==> src/rtl/bullet_pkg.sv <==
// Shared types and constants for the bullet scheduler slice.
package bullet_pkg;

  typedef enum logic [1:0] {
    IDLE     = 2'd0,
    FIRE     = 2'd1,
    COOLDOWN = 2'd2
  } sched_state_t;

  localparam logic [2:0] DIR_LEFT  = 3'd1;
  localparam logic [2:0] DIR_RIGHT = 3'd3;

  localparam int N_SLOTS_DEFAULT = 4;

endpackage

==> src/rtl/rise_detect.sv <==
// Rising-edge detector: one registered delay of a level input, then AND-NOT.
// The pulse is combinational, valid in the cycle the input is first seen high.
module rise_detect (
  input  logic Clk,
  input  logic Reset_n,
  input  logic sig,
  output logic rise
);

  logic sig_d_r;

  // Delay the level by one Clk so a new high level can be told from an old one
  always_ff @(posedge Clk or negedge Reset_n) begin
    if (!Reset_n) begin
      sig_d_r <= 1'b0;
    end else begin
      sig_d_r <= sig;
    end
  end

  assign rise = sig & ~sig_d_r;

endmodule

==> src/rtl/bullet_scheduler.sv <==
// Bullet scheduler: turns shoot key edges into single fire pulses to the lowest
// free bullet slot, gated by a frame-counted cooldown and an ammo budget, and
// routes the global monster-hit flag back to the slot owning the pixel.
module bullet_scheduler
  import bullet_pkg::*;
#(
  parameter int N_SLOTS         = N_SLOTS_DEFAULT,
  parameter int COOLDOWN_FRAMES = 6,
  parameter int AMMO_MAX        = 15,
  parameter int AMMO_W          = 4
) (
  input  logic               Clk,
  input  logic               Reset_n,
  input  logic               enable,
  input  logic               frame_clk,
  input  logic               shoot,
  input  logic [2:0]         direction,
  input  logic               refill,
  input  logic [N_SLOTS-1:0] fly,
  input  logic [N_SLOTS-1:0] is_bullet,
  input  logic               hit,
  output logic [N_SLOTS-1:0] slot_shoot,
  output logic [N_SLOTS-1:0] slot_hit,
  output logic [2:0]         fire_dir,
  output logic [AMMO_W-1:0]  ammo,
  output logic               ammo_empty,
  output logic               cooldown,
  output logic [7:0]         shots_fired
);

  localparam int                CNT_W     = $clog2(COOLDOWN_FRAMES + 1);
  localparam logic [CNT_W-1:0]  CNT_LAST  = CNT_W'(COOLDOWN_FRAMES - 1);
  localparam logic [AMMO_W-1:0] AMMO_FULL = AMMO_W'(AMMO_MAX);

  // One-hot of the lowest set bit; all zero when nothing is set.
  function automatic logic [N_SLOTS-1:0] lowest_one(input logic [N_SLOTS-1:0] v);
    logic [N_SLOTS-1:0] r;
    logic               found;
    r     = '0;
    found = 1'b0;
    for (int i = 0; i < N_SLOTS; i++) begin
      r[i]  = v[i] & ~found;
      found = found | v[i];
    end
    return r;
  endfunction

  logic               shoot_edge_s;
  logic               frame_edge_s;
  logic [N_SLOTS-1:0] free_s;
  logic [N_SLOTS-1:0] sel_s;
  logic               any_free_s;
  logic               capture_s;
  logic               fire_now_s;

  sched_state_t       state_r;
  sched_state_t       state_nxt_s;
  logic [CNT_W-1:0]   cnt_r;
  logic [CNT_W-1:0]   cnt_nxt_s;
  logic [N_SLOTS-1:0] sel_q_r;
  logic [2:0]         fire_dir_r;
  logic [N_SLOTS-1:0] slot_shoot_r;
  logic [N_SLOTS-1:0] slot_hit_r;
  logic [AMMO_W-1:0]  ammo_r;
  logic [7:0]         shots_r;

  rise_detect u_shoot_rise (
    .Clk     (Clk),
    .Reset_n (Reset_n),
    .sig     (shoot),
    .rise    (shoot_edge_s)
  );

  rise_detect u_frame_rise (
    .Clk     (Clk),
    .Reset_n (Reset_n),
    .sig     (frame_clk),
    .rise    (frame_edge_s)
  );

  assign free_s     = ~fly;
  assign sel_s      = lowest_one(free_s);
  assign any_free_s = |free_s;
  // The fire cycle only takes effect while the game is running.
  assign fire_now_s = enable && (state_r == FIRE);

  // Next-state and cooldown counter; enable low aborts to IDLE from anywhere
  always_comb begin
    state_nxt_s = state_r;
    cnt_nxt_s   = cnt_r;
    capture_s   = 1'b0;
    if (!enable) begin
      state_nxt_s = IDLE;
      cnt_nxt_s   = '0;
    end else begin
      case (state_r)
        IDLE: begin
          if (shoot_edge_s && any_free_s && (ammo_r != '0)) begin
            state_nxt_s = FIRE;
            capture_s   = 1'b1;
          end else begin
            state_nxt_s = IDLE;
          end
        end
        FIRE: begin
          state_nxt_s = COOLDOWN;
          cnt_nxt_s   = '0;
        end
        COOLDOWN: begin
          if (frame_edge_s) begin
            if (cnt_r == CNT_LAST) begin
              state_nxt_s = IDLE;
              cnt_nxt_s   = '0;
            end else begin
              cnt_nxt_s = cnt_r + CNT_W'(1);
            end
          end else begin
            cnt_nxt_s = cnt_r;
          end
        end
        default: begin
          state_nxt_s = IDLE;
          cnt_nxt_s   = '0;
        end
      endcase
    end
  end

  // State and cooldown counter registers
  always_ff @(posedge Clk or negedge Reset_n) begin
    if (!Reset_n) begin
      state_r <= IDLE;
      cnt_r   <= '0;
    end else begin
      state_r <= state_nxt_s;
      cnt_r   <= cnt_nxt_s;
    end
  end

  // Freeze the chosen slot and facing at the IDLE decision so late fly changes cannot redirect the shot
  always_ff @(posedge Clk or negedge Reset_n) begin
    if (!Reset_n) begin
      sel_q_r    <= '0;
      fire_dir_r <= 3'd0;
    end else if (capture_s) begin
      sel_q_r    <= sel_s;
      fire_dir_r <= direction;
    end else begin
      sel_q_r    <= sel_q_r;
      fire_dir_r <= fire_dir_r;
    end
  end

  // One-cycle fire pulse, ammo spend and shot count, all committed by the FIRE cycle
  always_ff @(posedge Clk or negedge Reset_n) begin
    if (!Reset_n) begin
      slot_shoot_r <= '0;
      ammo_r       <= AMMO_FULL;
      shots_r      <= 8'd0;
    end else begin
      slot_shoot_r <= fire_now_s ? sel_q_r : '0;
      if (refill) begin
        ammo_r <= AMMO_FULL;
      end else if (fire_now_s && (ammo_r != '0)) begin
        ammo_r <= ammo_r - AMMO_W'(1);
      end else begin
        ammo_r <= ammo_r;
      end
      if (fire_now_s && (shots_r != 8'hFF)) begin
        shots_r <= shots_r + 8'd1;
      end else begin
        shots_r <= shots_r;
      end
    end
  end

  // Hit routing runs every cycle regardless of FSM state or enable
  always_ff @(posedge Clk or negedge Reset_n) begin
    if (!Reset_n) begin
      slot_hit_r <= '0;
    end else begin
      slot_hit_r <= is_bullet & {N_SLOTS{hit}};
    end
  end

  assign slot_shoot  = slot_shoot_r;
  assign slot_hit    = slot_hit_r;
  assign fire_dir    = fire_dir_r;
  assign ammo        = ammo_r;
  assign ammo_empty  = (ammo_r == '0);
  assign cooldown    = (state_r == COOLDOWN);
  assign shots_fired = shots_r;

endmodule

==> config.mk <==
export PLATFORM = sky130hd
export DESIGN_NAME = bullet_scheduler
export DESIGN_NICKNAME = d
export VERILOG_FILES = /design/src/rtl/bullet_pkg.sv /design/src/rtl/rise_detect.sv /design/src/rtl/bullet_scheduler.sv
export SDC_FILE = /design/constraint.sdc
export NUM_CORES = 1
export LEC_CHECK = 0
export CORE_ASPECT_RATIO = 1.5
export CORE_MARGIN = 2
export CORE_UTILIZATION = 30
export CTS_BUF_LIST = sky130_fd_sc_hd__clkbuf_2 sky130_fd_sc_hd__clkbuf_4 sky130_fd_sc_hd__clkbuf_8
export CTS_CLUSTER_SIZE = 28
export DETAILED_ROUTE_END_ITERATION = 6
export PLACE_DENSITY = 0.6
export SLEW_MARGIN = 30
export SYNTH_ARGS = -nofsm -noshare
export SYNTH_HDL_FRONTEND = slang
export SYNTH_SLANG_ARGS = --single-unit
==> constraint.sdc <==
create_clock -name Clk -period 4.05 [get_ports Clk]
set_input_delay 0.81 -clock Clk [delete_from_list [all_inputs] [get_ports Clk]]
set_output_delay 0.81 -clock Clk [all_outputs]
set_load 0.1 [all_outputs]
==> reports/metrics.cfg <==
[clocking]
htreeDepth = 2
cts_setup_buffers = 0
clock-sinks = 34
cts_root_buffer = clkbuf_8
cts_tree = yes
path_clk_slew_ns = 0.07
post_cts_resized = 0
clockBufferDepth = 2
cts_buffers = 5
cts_hold_buf = 0
clk_latency_ns = 0.28

[drt]
wl_per_cell_microns = 12.7
vias = 1102
drt_iter0_drc = 48
drt_wl_total_microns = 3050
dr.pass1.iters = 6
ant_nets = 0
avgViaCountPerCell = 4.61
drc = 0

[timing]
tightestPinTransition_ns = 0.989
rsz0062_at_grt = no
fin_crit_sh = 0.722
max_slew_margin = 0.339
finalHoldViolations = 0
setup_viol = 0
setup_tns_ns = 0
clock_skew_ns = 0.00444
finalCriticalPeriod_ns = 2.92
max_freq_ghz = 0.342
final-max-slew-violation-count = 0

[pwr]
cellLeakagePower_nw = 0.932
powerDensity_mw_per_mm2 = 477
peakVddDrop_uv = 304

[critical_path]
worstReg2RegStart = ammo[0]$_DFFE_PN1P_
path_buf_inv = 1
worstSetupPathType = reg2out
cp-startpoint = state_r[1]$_DFFE_PN0P_
critical_path.cell_chain = nor2b_1 > clkdlybuf4s50_1
crit_fanout = 6
worstPathRequired_ns = 3.24
slowest_delay_ns = 1.16
cpLargestDelayFamily = buffers and inverters
arrival_ns = 2.11
crit_path_start_kind = flip-flop
worst_setup_path_end_kind = primary output
crit_slowest_cell = clkdlybuf4s50_1

[floorplan]
row_count = 31
dieHeight_microns = 90.5
die_x_microns = 61.7
fp.coreArea_sq_mm = 0.00481
dieArea_sq_mm = 0.00559
initial_core_util = 0.311
ioPinCount = 43

[finish]
n_antenna_cell = 0
areaGrowthSynthToFinish_pct = 39.5
nNetsFinal = 192
design_area_sq_mm = 0.00209
drive_above_1_share = 0.156
nFillCells = 490

[worst_hold_path]
min_from = sel_q_r[1]$_DFFE_PN0P_
hp-class = reg2reg

[global_routing]
grt_pass1_vias = 1163
grt_usage = 0.121
grt_pass1_wl_microns = 5040
grt_overflow_total = 0
antenna_found_initial = 0
grt_max_degree = 35

[synthesis]
yosysMostFrequentCell = dfrtp_1
synth_sequential_area_ratio = 0.571
syn_avg_cell_area_sq_um = 12.2
synth_common_cells = 30 x dfrtp_1, 8 x and2_1, 8 x nand2_1, 8 x nor2_1, 6 x a21oi_1
synth_area_leaders = dfrtp_1 50%, dfstp_2 7.0%, mux2_4 4.0%, and2_1 3.3%, a21oi_1 2.0%
syn_area_sq_mm = 0.00150
async_reset_ff_frac = 1.00
synth_top_area_share = 0.501
ys_ff_latch = 34
synthFlopType = dfrtp_1
synth_largest_area_cell = dfrtp_1
synth_nets = 143
syn_inst = 123
yosysWarnings = 0
synth_edf_count = 0
netlist-cell-type-count = 39

[job]
cap_violations = 0

[run_status]
status = finished, final reports clean

[place]
portBuffers = 42
gp_congestion = 0.774
dp_hpwl_microns = 2230
dpl_cell_area_sq_mm = 0.00199

[cell type report]
cell class                      count  area [sq um]  share of cell area
Timing Repair Buffer               43           425               0.204
Tap cell                           66          82.6              0.0395
Multi-Input combinational cell     83           612               0.293
Clock inverter                      1          5.00             0.00240
Sequential cell                    34           856               0.410
Inverter                            5          18.8             0.00898
Clock buffer                        7          90.1              0.0431
[logic make-up after synthesis]
group,Yosys count,share of synthesized area
buffers and inverters,6,0.0201
XOR/XNOR,6,0.0351
adder cells (fa/ha/maj),2,0.0167
flip-flops,34,0.571
AND/OR/NAND/NOR,52,0.222
AO/OA/AOI/OAI,16,0.0727
multiplexers,7,0.0618
[layout by cell type, fill, tap and decap left out, types with 4 or more instances in the layout]
cell and instances:
a21oi_1 6, and2_1 8, clkbuf_8 6, clkdlybuf4s50_1 41, dfrtp_1 30, dfstp_2 4
inv_1 5, mux2_4 4, nand2_1 8, nand3_1 4, nor2_1 8
[stage by stage]
stage,hold slack [ns],power (mW),worst slack [ns],utilization,std cells
floorplan,0.441,0.646,1.36,-,123
global placement,0.452,0.734,1.46,0.415,231
detailed placement,0.458,0.743,1.42,0.415,231
CTS,0.473,1.01,1.10,0.434,239
global route,0.507,1.04,1.05,0.434,239
finish,0.470,0.996,1.13,0.434,239
[state kept, by name, summed over array words and instances, names as in the netlist]
name                  count
ammo                      4
cnt_r                     3
fire_dir                  3
sel_q_r                   4
shots_fired               8
slot_hit                  4
slot_shoot                4
state_r                   2
u_frame_rise.sig_d_r      1
u_shoot_rise.sig_d_r      1
[layer usage]
| metal | up-vias | GRT usage | wire length (microns) |
|---|---|---|---|
| met5 | - | 0 | 0 |
| met2 | 40 | 0.200 | 1650 |
| met1 | 536 | 0.132 | 1180 |
| met4 | 0 | 0.0727 | 59 |
| li1 | 522 | - | - |
| met3 | 4 | 0.0315 | 151 |
[power by group]
group          leakage (nW)  switching, mW  internal [mW]
clock network        0.0517          0.118          0.144
registers             0.431         0.0304          0.374
logic                 0.449          0.237         0.0935
[path summary, 6_finish.rpt]
check / slack [ns] / endpoint / cells after the start
setup / recovery: 1.13 / cooldown / 2
hold / removal: 0.47 / sel_q_r[1]$_DFFE_PN0P_ / 1
setup reg to reg: 2.17 / fire_dir[2]$_DFFE_PN0P_ / 6
hold reg to reg: 0.47 / sel_q_r[1]$_DFFE_PN0P_ / 1
max in group asynchronous: 2.77 / ammo[1]$_DFFE_PN1P_ / 2
min in group asynchronous: 0.94 / cnt_r[0]$_DFFE_PN0P_ / 2
Note: power is estimated with default switching activity, not from simulation.
